`config.mk`:
```
export PLATFORM = sky130hd
export DESIGN_NAME = instr_fetch_ctrl
export DESIGN_NICKNAME = d
export VERILOG_FILES = /design/src/rtl/riscv_defines.sv /design/src/rtl/fetch_fifo.sv /design/src/rtl/instr_fetch_ctrl.sv
export SDC_FILE = /design/constraint.sdc
export NUM_CORES = 1
export LEC_CHECK = 0
export ABC_AREA = 1
export ABC_CLOCK_PERIOD_IN_PS = 3800
export CELL_PAD_IN_SITES_DETAIL_PLACEMENT = 0
export CELL_PAD_IN_SITES_GLOBAL_PLACEMENT = 1
export CORE_MARGIN = 8
export CORE_UTILIZATION = 34
export CTS_CLUSTER_DIAMETER = 100
export DETAILED_ROUTE_END_ITERATION = 7
export PLACE_DENSITY_LB_ADDON = 0.1
export SLEW_MARGIN = 20
export SYNTH_ARGS = -nofsm -noshare
export SYNTH_HDL_FRONTEND = slang
export SYNTH_SLANG_ARGS = --single-unit
```
`constraint.sdc`:
```
create_clock -name clk -period 3.8 [get_ports clk]
set_input_delay 0.76 -clock clk [delete_from_list [all_inputs] [get_ports clk]]
set_output_delay 0.76 -clock clk [all_outputs]
set_load 0.05 [all_outputs]
```
`src/rtl/riscv_defines.sv`:
```
// Shared RISC-V front-end definitions.
// Holds the default datapath width, the canonical NOP encoding
// (addi x0, x0, 0) and the fetch controller state encoding.
package riscv_defines;

  localparam int          WORD_WIDTH = 32;
  localparam logic [31:0] NOOP_INSTR = 32'h0000_0013;

  typedef enum logic [1:0] {
    IDLE,
    REQ,
    WAIT,
    HOLD
  } fetch_state_e;

endpackage

```
`src/rtl/fetch_fifo.sv`:
```
// Small circular buffer for fetched {pc, instruction} pairs.
// Ports:
//   clk, rst_n        clock, asynchronous active-low reset
//   push_i, data_i    write an entry at the tail (ignored when full or flushing)
//   pop_i             drop the head entry (ignored when empty or flushing)
//   flush_i           discard every entry; wins over push and pop
//   data_o            head entry (stale contents when empty)
//   full_o, empty_o   occupancy flags
//   count_o           number of stored entries
module fetch_fifo #(
  parameter int  WIDTH = 64,
  parameter int  DEPTH = 2,
  localparam int AW    = $clog2(DEPTH)
) (
  input  logic             clk,
  input  logic             rst_n,
  input  logic             push_i,
  input  logic [WIDTH-1:0] data_i,
  input  logic             pop_i,
  input  logic             flush_i,
  output logic [WIDTH-1:0] data_o,
  output logic             full_o,
  output logic             empty_o,
  output logic [AW:0]      count_o
);

  logic [WIDTH-1:0] mem_q [DEPTH];
  logic [AW-1:0]    rd_ptr_q;
  logic [AW-1:0]    wr_ptr_q;
  logic [AW:0]      count_q;
  logic             do_push;
  logic             do_pop;

  assign full_o  = (count_q == (AW+1)'(DEPTH));
  assign empty_o = (count_q == '0);
  assign count_o = count_q;
  assign data_o  = mem_q[rd_ptr_q];

  assign do_push = push_i && !flush_i && !full_o;
  assign do_pop  = pop_i  && !flush_i && !empty_o;

  // Pointers wrap naturally because DEPTH is a power of two.
  always_ff @(posedge clk or negedge rst_n) begin
    if (!rst_n) begin
      rd_ptr_q <= '0;
      wr_ptr_q <= '0;
      count_q  <= '0;
    end else if (flush_i) begin
      rd_ptr_q <= '0;
      wr_ptr_q <= '0;
      count_q  <= '0;
    end else begin
      if (do_push) wr_ptr_q <= wr_ptr_q + AW'(1);
      if (do_pop)  rd_ptr_q <= rd_ptr_q + AW'(1);
      case ({do_push, do_pop})
        2'b10:   count_q <= count_q + (AW+1)'(1);
        2'b01:   count_q <= count_q - (AW+1)'(1);
        default: count_q <= count_q;
      endcase
    end
  end

  // Storage needs no reset; count decides what is valid.
  always_ff @(posedge clk) begin
    if (do_push) mem_q[wr_ptr_q] <= data_i;
  end

endmodule

```
`src/rtl/instr_fetch_ctrl.sv`:
```
// Instruction fetch controller: issues one memory request at a time,
// buffers returned words with their PC and hands the head entry to ID.
// Ports:
//   clk, rst_n                          clock, asynchronous active-low reset
//   fetch_en_i, pc_start_address_i      core enable and boot PC
//   instr_req_o, instr_addr_o           memory request and address
//   instr_gnt_i, instr_rvalid_i,
//   instr_rdata_i                       memory grant / response
//   branch_i, branch_target_i           redirect from the core
//   stall_i                             ID hazard stall (blocks pop)
//   instr_valid_o, instr_o,
//   instr_pc_o, instr_pc_plus4_o        head instruction towards ID
module instr_fetch_ctrl #(
  parameter int WORD_WIDTH = riscv_defines::WORD_WIDTH,
  parameter int FIFO_DEPTH = 2
) (
  input  logic                  clk,
  input  logic                  rst_n,
  input  logic                  fetch_en_i,
  input  logic [WORD_WIDTH-1:0] pc_start_address_i,
  output logic                  instr_req_o,
  output logic [WORD_WIDTH-1:0] instr_addr_o,
  input  logic                  instr_gnt_i,
  input  logic                  instr_rvalid_i,
  input  logic [WORD_WIDTH-1:0] instr_rdata_i,
  input  logic                  branch_i,
  input  logic [WORD_WIDTH-1:0] branch_target_i,
  input  logic                  stall_i,
  output logic                  instr_valid_o,
  output logic [WORD_WIDTH-1:0] instr_o,
  output logic [WORD_WIDTH-1:0] instr_pc_o,
  output logic [WORD_WIDTH-1:0] instr_pc_plus4_o
);

  import riscv_defines::*;

  localparam int CW = $clog2(FIFO_DEPTH) + 1;

  fetch_state_e          state_q, state_d;
  logic [WORD_WIDTH-1:0] fetch_pc_q, fetch_pc_d;
  logic [WORD_WIDTH-1:0] req_pc_q, req_pc_d;
  logic                  discard_q, discard_d;
  logic                  started_q, started_d;

  logic                    push;
  logic                    pop;
  logic                    fifo_full;
  logic                    fifo_empty;
  logic [CW-1:0]           fifo_count;
  logic [CW-1:0]           count_next;
  logic                    room;
  logic [2*WORD_WIDTH-1:0] head;

  // Data is dropped when its transaction was redirected earlier or when the
  // redirect lands in the same cycle as the response.
  assign push = (state_q == WAIT) && instr_rvalid_i && !discard_q && !branch_i && !fifo_full;
  assign pop  = !fifo_empty && !stall_i && !branch_i;

  // Occupancy after this cycle's flush/push/pop, so a freed slot can be
  // refilled starting in the very next cycle.
  assign count_next = branch_i ? '0 : (fifo_count + CW'(push) - CW'(pop));
  assign room       = (count_next < CW'(FIFO_DEPTH));

  fetch_fifo #(
    .WIDTH (2*WORD_WIDTH),
    .DEPTH (FIFO_DEPTH)
  ) u_fifo (
    .clk     (clk),
    .rst_n   (rst_n),
    .push_i  (push),
    .data_i  ({req_pc_q, instr_rdata_i}),
    .pop_i   (pop),
    .flush_i (branch_i),
    .data_o  (head),
    .full_o  (fifo_full),
    .empty_o (fifo_empty),
    .count_o (fifo_count)
  );

  // State and PC registers.
  always_ff @(posedge clk or negedge rst_n) begin
    if (!rst_n) begin
      state_q    <= IDLE;
      fetch_pc_q <= '0;
      req_pc_q   <= '0;
      discard_q  <= 1'b0;
      started_q  <= 1'b0;
    end else begin
      state_q    <= state_d;
      fetch_pc_q <= fetch_pc_d;
      req_pc_q   <= req_pc_d;
      discard_q  <= discard_d;
      started_q  <= started_d;
    end
  end

  // Next-state logic. A redirect during REQ cannot withdraw the request, so
  // it is marked for discard immediately; fetch_pc then already holds the
  // target and must not advance when that stale request is granted.
  always_comb begin
    state_d    = state_q;
    fetch_pc_d = fetch_pc_q;
    req_pc_d   = req_pc_q;
    discard_d  = discard_q;
    started_d  = started_q;

    case (state_q)
      IDLE: begin
        if (fetch_en_i && room) begin
          state_d = REQ;
          if (!started_q) begin
            fetch_pc_d = pc_start_address_i;
            started_d  = 1'b1;
          end
        end
      end
      REQ: begin
        if (branch_i) discard_d = 1'b1;
        if (instr_gnt_i) begin
          state_d = WAIT;
          if (!discard_q) fetch_pc_d = fetch_pc_q + WORD_WIDTH'(4);
        end
      end
      WAIT: begin
        if (instr_rvalid_i) begin
          discard_d = 1'b0;
          if (!fetch_en_i) state_d = IDLE;
          else if (room)   state_d = REQ;
          else             state_d = HOLD;
        end else if (branch_i) begin
          discard_d = 1'b1;
        end
      end
      HOLD: begin
        if (!fetch_en_i) state_d = IDLE;
        else if (room)   state_d = REQ;
      end
      default: state_d = IDLE;
    endcase

    if (branch_i) begin
      fetch_pc_d = branch_target_i;
      started_d  = 1'b1;
    end

    // req_pc doubles as the address register: captured on entry to REQ and
    // held through the grant, so it is the issued address during WAIT.
    if ((state_q != REQ) && (state_d == REQ)) req_pc_d = fetch_pc_d;
  end

  assign instr_req_o      = (state_q == REQ);
  assign instr_addr_o     = req_pc_q;
  assign instr_valid_o    = !fifo_empty;
  assign instr_o          = fifo_empty ? WORD_WIDTH'(NOOP_INSTR) : head[WORD_WIDTH-1:0];
  assign instr_pc_o       = fifo_empty ? '0 : head[2*WORD_WIDTH-1:WORD_WIDTH];
  assign instr_pc_plus4_o = instr_pc_o + WORD_WIDTH'(4);

endmodule

```
# ---- Word level (Yosys, flattened, before mapping)
# Memories as Yosys holds them, arrays and structs flattened.
# Index checks and enable logic that the tools add are counted.
dict set report totals {
  reg_bits 72
  mem_count 1
  ram_bits 128
  in_bits 103
  output_inout_bits 130
}
dict set report classes {
  n_lt_le_gt_ge 1
  n_eq_ne 8
  muxes 31
  addsub 8
  n_reduce_logical 26
}
# name depth word_bits rd rd_clocked_by_memory_dff write_ports line
set mem_list {}
lappend mem_list {u_fifo.mem_q 2 64 1 0 1 fetch_fifo.sv:27} ;# logic [WIDTH-1:0] mem_q [DEPTH];
# operator n
set ops {}
lappend ops {{$mux 32} 7}
lappend ops {{$add 32x3->32 const B} 2}
lappend ops {{$pmux 32 s2} 1}
lappend ops {{$mux 2} 9}
lappend ops {{$logic_and 1x1->1} 12}
lappend ops {{$mux 1} 11}
lappend ops {{$reduce_bool 2->1} 5}
lappend ops {{$eq 2x2->1 const B} 4}
lappend ops {{$pmux 2 s4} 1}
lappend ops {{$eq 2x1->1 const B} 3}
lappend ops {{$logic_not 1->1} 5}
lappend ops {{$logic_not 2->1} 2}
lappend ops {{$pmux 2 s2} 1}
lappend ops {{$reduce_bool 3->1} 1}
lappend ops {{$add 1x1->1 const B} 2}
lappend ops {{$add 2x1->2} 1}
lappend ops {{$add 2x1->2 const B} 1}
lappend ops {{$lt 2x2->1 const B} 1}
lappend ops {{$ne 2x1->1 const B} 1}
lappend ops {{$pmux 1 s2} 1}
lappend ops {{$reduce_and 2->1} 1}
lappend ops {{$sub 2x1->2} 1}
lappend ops {{$sub 2x1->2 const B} 1}

# ---- Logic depth before layout (Yosys ltp)
# Gate-level depths: netlist (run 1).
dict set report logic_depth {
  depth_word 15
  depth_mapped 19
}

# ---- Cells and area by module
# Synthesis (run 1) repeated with hierarchy kept, for this count alone.
dict set report unflattened {
  hier_cells 1193
  hier_area_um2 10891.7
}
# mod area_per_inst_um2 instances seq_area_each_um2 cells_per_inst
set by_module_without_submodules {}
lappend by_module_without_submodules {instr_fetch_ctrl 5994.5 1 1701.6 956}
lappend by_module_without_submodules {fetch_fifo 4897.2 1 3943.8 237}

# ---- Worst setup path before layout (run 1)
# No wires, ideal clock.
dict set report synth_path {
  path_kind {flip-flop to output port}
  startpoint {reg u_fifo.count_q[1], in the netlist u_fifo.count_o[1]}
  endpoint {out instr_pc_plus4_o[20]}
  path_stages_with_launch 12
  arrival_time_ns 3.559
  slack_ns -0.519
  path_buffers 0
  path_cell_list {dfrtp_1 > nor2_2 > inv_1 > nand2_1 > inv_1 > ha_1 > nand3_1 > nor3_1 > nand3_1 > nor2_1 > nand2_1 > xor2_1}
}
dict set report synth_via {
  elab_chain_len 3
}
# item line
set synth_lines {}
lappend synth_lines {{start: declaration} fetch_fifo.sv:30} ;# logic [AW:0] count_q;
lappend synth_lines {{start signal: assignment} fetch_fifo.sv:56} ;# 2'b10: count_q <= count_q + (AW+1)'(1);
lappend synth_lines {{start signal: assignment} fetch_fifo.sv:57} ;# 2'b01: count_q <= count_q - (AW+1)'(1);
lappend synth_lines {{start signal: assignment} fetch_fifo.sv:58} ;# default: count_q <= count_q;
lappend synth_lines {{$logic_not 2->1} fetch_fifo.sv:35} ;# assign empty_o = (count_q == '0);
lappend synth_lines {{$mux 32} instr_fetch_ctrl.sv:155} ;# assign instr_pc_o = fifo_empty ? '0 : head[2*WORD_WIDTH-1:WORD_WIDTH];
lappend synth_lines {{named net instr_pc_o[2]} instr_fetch_ctrl.sv:31} ;# output logic [WORD_WIDTH-1:0] instr_pc_o,
lappend synth_lines {{$add 32x3->32} instr_fetch_ctrl.sv:156} ;# assign instr_pc_plus4_o = instr_pc_o + WORD_WIDTH'(4);
lappend synth_lines {{end: declaration} instr_fetch_ctrl.sv:32} ;# output logic [WORD_WIDTH-1:0] instr_pc_plus4_o
# The timed path passes the listed nets, and every way through them passes these cells.

# ---- Final worst setup path (run 1)
dict set report layout_path {
  startpoint {reg u_fifo.count_q[1], in the netlist u_fifo.count_o[1]}
  endpoint {out instr_pc_plus4_o[30]}
}
dict set report layout_via {
  elab_chain_len 3
}
# item line
set layout_lines {}
lappend layout_lines {{$logic_not 2->1} fetch_fifo.sv:35}
lappend layout_lines {{$mux 32} instr_fetch_ctrl.sv:155}
lappend layout_lines {{$add 32x3->32} instr_fetch_ctrl.sv:156}
# No other way between the ends.

==> results of run 1 <==
cell families after synthesis:
| kind of cell | after synthesis | share of synthesized area (%) |
|---|---|---|
| and+or+nand+nor | 717 | 28.3 |
| DFF | 200 | 53.1 |
| AOI/OAI and AO/OA | 182 | 9.48 |
| buffers and inverters | 145 | 5.93 |
| xor gates and xnor gates | 28 | 2.30 |
| adders and majority gates | 7 | 0.823 |
| muxes | 1 | 0.0941 |
what timing repair did:
item                                    in CTS  in global routing
hold endpoints to repair                     0                  0
gates resized for setup                      7                 15
pin swaps                                    0                  1
buffers inserted                             0                  1
hold buffers                                 0                  0
endpoints found under the setup margin       5                 15
state kept, by name (all words and copies together) (netlist names):
register and flops:
instr_addr_o 32, started_q 1, u_fifo.count_o 2, fetch_pc_q 32, state_q 2, u_fifo.mem_q 128, u_fifo.rd_ptr_q 1, discard_q 1
u_fifo.wr_ptr_q 1
routing by layer:
metal | part of all wire, % | GRT usage, % | routed length, um | vias to the layer above
met3 | 5.5 | 3.51 | 2000 | 28
met2 | 47 | 32.1 | 17300 | 261
met1 | 46 | 26.4 | 16800 | 4479
li1 | - | - | - | 4683
met4 | 1.2 | 4.52 | 434 | 0
met5 | 0 | 0 | 0 | -
power groups by stage:
stage	Clock (mW)	Combinational (mW)	Sequential, mW
after CTS	2.04	4.80	3.20
after global placement	0	4.78	3.24
final	1.98	4.79	3.21
after global routing	2.12	5.17	3.26
after detailed placement	0	4.78	3.24
after floorplan	0	2.51	3.63
worst max-delay path: cells and delay by family (launching register included):
kind	cells	cell delay, ps
flip-flops	1	440
buffers and inverters	3	590
AND/OR/NAND/NOR	7	1070
XOR/XNOR	1	260
cell usage in the layout, fill, tap and decap left out, drive strengths merged, types with 62 or more instances in the layout:
cell type      synthesis  layout
o21ai                 78      78
nand3                 62      62
clkdlybuf4s50          0     177
buf                   31     100
edfxtp               128     128
dfrtp                 72      72
inv                   86      93
nor2                 138     138
a21oi                 91      91
nand2                458     458
worst paths after layout:
path,endpoint,slack (ps),cells after the start
worst max register to register,instr_addr_o[15]$_DFFE_PN0P_,800,17
max in group asynchronous,u_fifo.rd_ptr_q$_DFFE_PN0P_,2900,1
worst max-delay path,instr_pc_plus4_o[30],200,11
min in group clk,u_fifo.mem_q[1][34]$_DFFE_PP_,500,0
worst min register to register,u_fifo.mem_q[1][34]$_DFFE_PP_,500,0
worst min-delay path,instr_addr_o[11]$_DFFE_PN0P_,310,1
per-stage QoR:
stage / TNS, ps / area, um2 / util, %
CTS: 0 / 14600 / 47.5
finish: 0 / 14600 / 47.8
detailed placement: 0 / 13900 / 45.2
floorplan: -56980 / 10700 / -
global placement: 0 / 13900 / 45.2
global route: -53.1 / 14600 / 47.8
final cells by class:
class / count / area share (%)
clock buffers: 17 / 2.90
clock inverters: 15 / 1.61
inverters: 86 / 2.27
multi-input cells: 935 / 31.0
flip-flops and latches: 200 / 38.6
well taps: 396 / 3.38
repair buffers: 277 / 20.3
==> results.cfg, run 1 <==
[cells_and_area]
post_route_cells_drive_above_1_share_pct = 13.7
seqCellArea_um2 = 5650
diodes = 0
final.fill_count = 3032
nNetsFinal = 1627
area.growth.synth_to_final_pct = 37.7
multiInputGateArea_um2 = 4540
finalNonFillerCells = 1926

[place]
detailedPlace.worstSlack_ps = 255
dpl.hpwl_um = 26900
finalWeightedCongestion = 0.871
numPlacedInstances = 1893
count_of_input_and_output_buffers = 232

[synthesis]
post-synth-top-area-cell = edfxtp_1
synthTopCellsByArea = edfxtp_1 (36%), dfrtp_1 (17%), nand2_1 (16%), nor2_1 (4.6%), o21ai_0 (3.6%)
yosysSeqAreaShare_pct = 53.1
yosys_warnings = 0
leading_cell_type_by_number_of_instances_after_synthesis = nand2_1
post-synth-top-area-fraction_pct = 36.1
postSynth.topFlopCell = edfxtp_1
synth.ff_latch_count = 200
netlist_top_cells_count = nand2_1 (453), nor2_1 (129), edfxtp_1 (128)
synth_nets = 1390
synth_cells = 1280
postSynthAreaPerCell_um2 = 8.31
synth_async_sr_flop_share_pct = 36.0
synth_enable_flop_cells = 128
synth_area_um2 = 10600
yosysUniqueCellTypes = 44

[status]
outcome = complete, no violations

[setup_path]
slowest_delay_ps = 440
startpoint = u_fifo.count_o[1]$_DFFE_PN0P_
timing_worst_setup_path_type = reg2out
critical_path.cell_chain = nor2_4, buf_12, buf_6, nor3_4, nand2_1, nor2_1, nand2_1, nor4_1, nand2_1, xnor2_1, buf_12
worstSetupStartpointType = flop
worstSetupEndpointType = primary output
worst_ep_required_time_ps = 3040
crit_path_frequent_cell = nand2_1
data_arrival_time_of_the_critical_path_ps = 2840
timing.critical_path.fanout_max = 40
crit-reg2reg-launch = u_fifo.count_o[1]$_DFFE_PN0P_
cp_slowest_cell = dfrtp_2

[sta]
number_of_pins_with_negative_max_slew_slack_in_the_final_report = 0
final.hold.worst_slack_ps = 313
timing.fmax_mhz = 278
timing.max_slew.rel_slack_pct = 49.9
final_critical_path_required_period_ps = 3600
postLayoutSetupSlackWorst_ps = 204
worst_slew_pin_slew_ps = 751
finalClockSkew_ps = 17.8
hold_viol_final = 0
post-route-period-util_pct = 94.6
timing.final.setup_violations = 0
rsz0062_at_grt = true

[global_route]
overall_fraction_of_global_route_tracks_in_use_pct = 19.5
global_route.overflow_total = 0
grt_pass1_vias = 9407
grt_max_degree = 73
grt_antenna_before_repair = 0
first_pass_grt_wire_length_um = 55700

[hold_path]
worstHoldPathType = in2async

[detailed_routing]
avg_wl_per_cell_um = 19.0
drt_first_pass_iters = 4
route.detailed.drc = 0
initialDrtViolationCount = 565
avgViaCountPerCell = 4.91
drt_wl_total_um = 36500
antenna_violating_nets_post_route = 0
route.vias.total = 9451

[cts]
clockRootBuffer = clkbuf_16
worst_setup_hold_path_clk_slew_ps = 90
insertion_delay_ps = 450
max-clock-path-buffers = 2
cts_buffers = 17
htree_num_levels = 4
clock_sink_count = 200
tritoncts_clock_tree = done

[floorplan]
io_pins = 233
std_cell_rows = 64
floorplan.core_area_um2 = 30700
start_util_pct = 34.7
die-area_um2 = 37200
die_w_um = 193
die-height_um = 193

[power_and_ir_drop]
sw_pwr_mw = 4.75
power.share.sequential_pct = 32.1
combPwrFrac_pct = 48.0
power_report.internal_total_mw = 5.23
power.clock.fraction_pct = 19.9
power.density_nw_per_um2 = 681
fin_total_pwr_mw = 9.98
netSwitchingFraction_pct = 47.6
irDropWorstVdd_mv = 0.329
leakage_nw = 5.99

[run]
max_cap_violations = 0
No activity file was read; power rests on OpenSTA's default activity.
==> run 2, diff against run 1 <==
- CORE_UTILIZATION: 34 -> 35
- CTS_BUF_LIST: not set -> sky130_fd_sc_hd__clkbuf_2
==> results.cfg, run 2 (synthesized netlist as in run 1, its figures left out) <==
[cells_and_area]
final_util_pct = 51.5
area.growth.synth_to_final_pct = 46.4
final_common_cell = nand2_1
largest_register_ff_count = 128
most-common-layout-cells = nand2_1 (422), clkdlybuf4s50_1 (139), edfxtp_1 (128)
nNetsFinal = 1684
seqCellArea_um2 = 5650
max_flop_register = u_fifo.mem_q
multiInputGateArea_um2 = 5140
post_route_cells_drive_above_1_share_pct = 21.0
final.fill_count = 2887

[sta]
timing.fmax_mhz = 257
postLayoutSetupSlackWorst_ps = -95.2
hold_viol_final = 0
timing.final.setup_violations = 8
final_critical_path_required_period_ps = 3900
post-route-period-util_pct = 103
timing.setup.tns_ps = -344
finalClockSkew_ps = 59.4
worst_slew_pin_slew_ps = 782
rsz0062_at_grt = true
final.hold.worst_slack_ps = 462
number_of_pins_with_negative_max_slew_slack_in_the_final_report = 0
timing.max_slew.rel_slack_pct = 47.7

[setup_path]
cp_num_cells = 11
worst_ep_required_time_ps = 3040
crit-reg2reg-launch = u_fifo.count_o[1]$_DFFE_PN0P_
cp_num_buf_inv = 4
register_to_register_path_depth = 15
critical_path.cell_chain = buf_8, clkinv_8, nand2_1, a21oi_4, buf_4, nand3_2, nor2_1, nand3b_1, nor2_2, xor2_2, buf_12
cp_slowest_cell = dfrtp_4
end_of_the_worst_register_to_register_path = instr_addr_o[2]$_DFFE_PN0P_
timing_worst_setup_path_type = reg2out
timing.critical_path.fanout_max = 8
worstSetupStartpointType = flop
worst_path_dominant_cell_family = flip-flops
slowest_delay_ps = 660
startpoint = u_fifo.rd_ptr_q$_DFFE_PN0P_
r2r_slack_ps = 570
data_arrival_time_of_the_critical_path_ps = 3140
worstSetupEndpointType = primary output

[place]
count_of_input_and_output_buffers = 232
dpl.hpwl_um = 25700
finalWeightedCongestion = 0.865

[cts]
htree_num_levels = 4
tritoncts_clock_tree = done
cts_buffers = 17
insertion_delay_ps = 790
clockRootBuffer = clkbuf_2
max-clock-path-buffers = 2
worst_setup_hold_path_clk_slew_ps = 400
clock_sink_count = 200

[floorplan]
die-area_um2 = 36200
io_pins = 233
die-height_um = 190
std_cell_rows = 64
die_w_um = 190
start_util_pct = 35.2
floorplan.core_area_um2 = 30300

[global_route]
grt_antenna_before_repair = 1
overall_fraction_of_global_route_tracks_in_use_pct = 19.9
first_pass_grt_wire_length_um = 56100
global_route.overflow_total = 0
grt_pass1_vias = 9621
grt_max_degree = 73

[detailed_routing]
initialDrtViolationCount = 618
antenna_violating_nets_post_route = 0
avgViaCountPerCell = 4.94
avg_wl_per_cell_um = 18.7
route.detailed.drc = 0
route.vias.total = 9809
drt_wl_total_um = 37200
drt_first_pass_iters = 5

[hold_path]
timing.hold.worst_endpoint = u_fifo.mem_q[0][19]$_DFFE_PP_
hold_path_startpoint = instr_rdata_i[19]
worstHoldPathType = in2reg
min_delay_path_depth = 1

[power_and_ir_drop]
irDropWorstVdd_mv = 0.345
power.density_nw_per_um2 = 606
leakage_nw = 6.99

[status]
failed_checks = setup timing
outcome = finished with violations

[run]
max_cap_violations = 0
## run 2: cell types whose count changed in the layout (fill, tap and decap cells not counted), moves of 17 or more
cell / previous run / this run
clkdlybuf4s50_1: 177 / 139
dlymetal6s2s_1: 0 / 34
nand2_1: 451 / 422
buf_4: 62 / 86
dlygate4sd2_1: 0 / 22
nand2_2: 6 / 24
clkbuf_2: 0 / 17
nor2_1: 126 / 109
## run 2: cell type report
type | instances | area share (%)
Clock buffer | 17 | 0.546
Antenna cell | 1 | 0.0161
Multi-Input combinational cell | 935 | 33.0
Sequential cell | 200 | 36.3
Timing Repair Buffer | 332 | 23.1
Timing Repair inverter | 2 | 0.161
Tap cell | 396 | 3.18
Inverter | 86 | 2.20
Clock inverter | 15 | 1.51
## run 2: stage by stage
step / instance area, um2 / worst slack (ps) / total power, mW / cells
global route: 15600 / -288 / 10.0 / 1984
global placement: 13800 / 229 / 7.94 / 1880
detailed placement: 13800 / 122 / 7.95 / 1880
floorplan: 10700 / -445 / 6.13 / 1280
CTS: 14600 / -146 / 9.33 / 1936
finish: 15600 / -95.2 / 9.44 / 1984
## run 2: power by group
group / total [mW] / internal [mW] / switching [mW] / leakage [nW]
Sequential: 3.20 / 2.74 / 0.462 / 2.00
Clock: 1.22 / 0.290 / 0.931 / 0.177
Combinational: 5.02 / 1.68 / 3.34 / 4.81
## run 2: worst register-to-register path, stage by stage, from the launching register on
cell and delay (ps):
dfrtp_2 500, nor2_4 200, buf_4 150, buf_4 220, nor3_1 120, ha_1 320, inv_1 50, nand4_1 90
nand2_2 90, nand3_4 170, nand2_4 160, nand3_2 130, nand3_2 110, nor2_4 610, nand2_1 150, nand2_1 90
## run 2: worst max-delay path by stage
stage / to / slack, ps
global placement: instr_addr_o[28]$_DFFE_PN0P_ / 230
CTS: instr_pc_plus4_o[16] / -150
floorplan: u_fifo.mem_q[0][0]$_DFFE_PP_ / -440
finish: instr_pc_plus4_o[27] / -100
global route: instr_pc_plus4_o[29] / -290
detailed placement: instr_addr_o[28]$_DFFE_PN0P_ / 120
## run 2: routing by layer
layer | global-route usage (%) | vias up | share of wire (%)
met5 | 0 | - | 0
met4 | 4.68 | 0 | 1.5
met3 | 3.31 | 30 | 5.0
met2 | 32.7 | 292 | 49
met1 | 27.0 | 4671 | 45
li1 | - | 4816 | -
## run 2: timing repair
item / in CTS / in global routing
hold endpoints to repair: 0 / 17
gates cloned: 3 / 4
setup endpoints to repair: 83 / 51
resized for setup: 88 / 150
buffers inserted: 21 / 43
hold buffers: 0 / 1
pin swaps: 17 / 58
==> run 3, diff against run 2 <==
- SKIP_LAST_GASP: not set -> 1
==> results.cfg, run 3 (synthesized netlist as in run 1, its figures left out) <==
[setup_path]
critical_path.cell_chain = buf_12, buf_8, nand2_2, a21oi_4, nand2_4, nor2_1, nand2_1, nor2_2, nand4_1, xnor2_2, buf_12
timing.critical_path.fanout_max = 9
register_to_register_path_depth = 15
worstSetupStartpointType = flop
r2r_slack_ps = 460
crit_path_frequent_cell = buf_12
crit-reg2reg-launch = u_fifo.count_o[0]$_DFFE_PN0P_
cp_slowest_cell = dfrtp_2
data_arrival_time_of_the_critical_path_ps = 3100
timing_worst_setup_path_type = reg2out
worst_ep_required_time_ps = 3040
worstSetupEndpointType = primary output
slowest_delay_ps = 500
end_of_the_worst_register_to_register_path = instr_addr_o[2]$_DFFE_PN0P_

[cells_and_area]
final_common_cell = nand2_1
largest_register_ff_count = 128
most-common-layout-cells = nand2_1 (431), clkdlybuf4s50_1 (151), edfxtp_1 (128)
max_flop_register = u_fifo.mem_q
nNetsFinal = 1697
final.fill_count = 2868
post_route_cells_drive_above_1_share_pct = 20.8
area.growth.synth_to_final_pct = 47.1

[sta]
postLayoutSetupSlackWorst_ps = -59.4
worst_slew_pin_slew_ps = 792
timing.max_slew.rel_slack_pct = 47.1
rsz0062_at_grt = true
timing.setup.tns_ps = -270
final_critical_path_required_period_ps = 3860
number_of_pins_with_negative_max_slew_slack_in_the_final_report = 0
timing.fmax_mhz = 259
final.hold.worst_slack_ps = 453
hold_viol_final = 0
finalClockSkew_ps = 62.1
post-route-period-util_pct = 102
timing.final.setup_violations = 10

[power_and_ir_drop]
irDropWorstVdd_mv = 0.345
sw_pwr_mw = 4.76
fin_total_pwr_mw = 9.51
power.density_nw_per_um2 = 607
power.share.sequential_pct = 33.6
power.clock.fraction_pct = 12.9
power_report.internal_total_mw = 4.75
netSwitchingFraction_pct = 50.1
combPwrFrac_pct = 53.5
leakage_nw = 6.94

[global_route]
global_route.overflow_total = 0
grt_pass1_vias = 9605
grt_max_degree = 73
first_pass_grt_wire_length_um = 56100
grt_antenna_before_repair = 1
overall_fraction_of_global_route_tracks_in_use_pct = 19.9

[hold_path]
worstHoldPathType = in2reg
hold_path_startpoint = instr_rdata_i[13]
min_delay_path_depth = 1
timing.hold.worst_endpoint = u_fifo.mem_q[0][13]$_DFFE_PP_

[floorplan]
die-area_um2 = 36200
start_util_pct = 35.2
die-height_um = 190
floorplan.core_area_um2 = 30300
std_cell_rows = 64
die_w_um = 190
io_pins = 233

[status]
outcome = finished with violations
failed_checks = setup timing

[place]
count_of_input_and_output_buffers = 232
dpl.hpwl_um = 25700
detailedPlace.worstSlack_ps = 122
finalWeightedCongestion = 0.865

[cts]
cts_buffers = 17
worst_setup_hold_path_clk_slew_ps = 410
clockRootBuffer = clkbuf_2
htree_num_levels = 4
clock_sink_count = 200
max-clock-path-buffers = 2
tritoncts_clock_tree = done
insertion_delay_ps = 820

[run]
max_cap_violations = 0

[detailed_routing]
route.detailed.drc = 0
avg_wl_per_cell_um = 18.7
route.vias.total = 9869
initialDrtViolationCount = 576
drt_first_pass_iters = 5
antenna_violating_nets_post_route = 0
drt_wl_total_um = 37400
avgViaCountPerCell = 4.94
run 3: cell types whose count changed in the layout (fill, tap and decap cells not counted), sizes merged:
| cell | delta |
|---|---|
| dlymetal6s2s | -7 |
| dlygate4sd2 | -1 |
| buf | +10 |
| inv | +1 |
| clkdlybuf4s50 | +12 |
| clkbuf | -2 |
run 3: per-stage QoR:
step | cell area [um2] | utilization, % | std cells
2_1_floorplan | 10700 | - | 1280
3_3_place_gp | 13800 | 45.6 | 1880
3_5_place_dp | 13800 | 45.6 | 1880
4_1_cts | 14600 | 48.1 | 1936
5_1_grt | 15700 | 51.7 | 1997
6_report | 15700 | 51.7 | 1997
run 3: power groups by stage:
stage                     Combinational, mW  Clock (mW)  Sequential (mW)
after floorplan                        2.51           0             3.63
after global placement                 4.70           0             3.23
after detailed placement               4.71           0             3.24
after CTS                              4.85        1.27             3.20
after global routing                   5.48        1.36             3.25
final                                  5.09        1.23             3.19
run 3: repair_timing:
item                                    4_1_cts  5_1_grt
endpoints found under the setup margin       83       53
cloned                                        3        3
setup buffers                                21       58
endpoints found under the hold margin         0       17
pin swaps                                    16       30
hold buffers                                  0        1
gates resized for setup                      78      147
run 3: area by class of cell:
| type | instances | area, um2 | area share, % |
|---|---|---|---|
| inverters | 86 | 343 | 2.19 |
| clock buffers | 17 | 85.1 | 0.543 |
| well taps | 396 | 495 | 3.16 |
| diodes | 1 | 2.50 | 0.0160 |
| clock inverters | 15 | 235 | 1.50 |
| repair inverters | 3 | 33.8 | 0.216 |
| flip-flops and latches | 200 | 5650 | 36.1 |
| multi-input cells | 935 | 5130 | 32.8 |
| repair buffers | 344 | 3680 | 23.5 |
run 3: metal layers:
metal	GRT usage, %	vias to the layer above	share of wire, %
met5	0	-	0
met4	4.62	0	1.5
met3	3.31	30	4.9
met2	32.7	295	49
met1	27.0	4712	45
li1	-	4832	-
run 3: worst max path at each step:
stage / endpoint / slack, ps / startpoint / cells past startpoint
after global placement: instr_addr_o[28]$_DFFE_PN0P_ / 230 / branch_i / 12
after global routing: instr_pc_plus4_o[29] / -270 / u_fifo.rd_ptr_q$_DFFE_PN0P_ / 11
final: instr_pc_plus4_o[29] / -60 / u_fifo.rd_ptr_q$_DFFE_PN0P_ / 11
after detailed placement: instr_addr_o[28]$_DFFE_PN0P_ / 120 / branch_i / 12
after floorplan: u_fifo.mem_q[0][0]$_DFFE_PP_ / -440 / branch_i / 3
after CTS: instr_pc_plus4_o[16] / -190 / u_fifo.rd_ptr_q$_DFFE_PN0P_ / 13
run 3: worst max-delay path, delay by kind of cell, from the launching register on:
| kind | cells | cell delay, ps |
|---|---|---|
| AND/OR/NAND/NOR | 6 | 850 |
| flip-flops | 1 | 500 |
| buffers and inverters | 3 | 440 |
| AO/OA/AOI/OAI | 1 | 270 |
| XOR/XNOR | 1 | 230 |
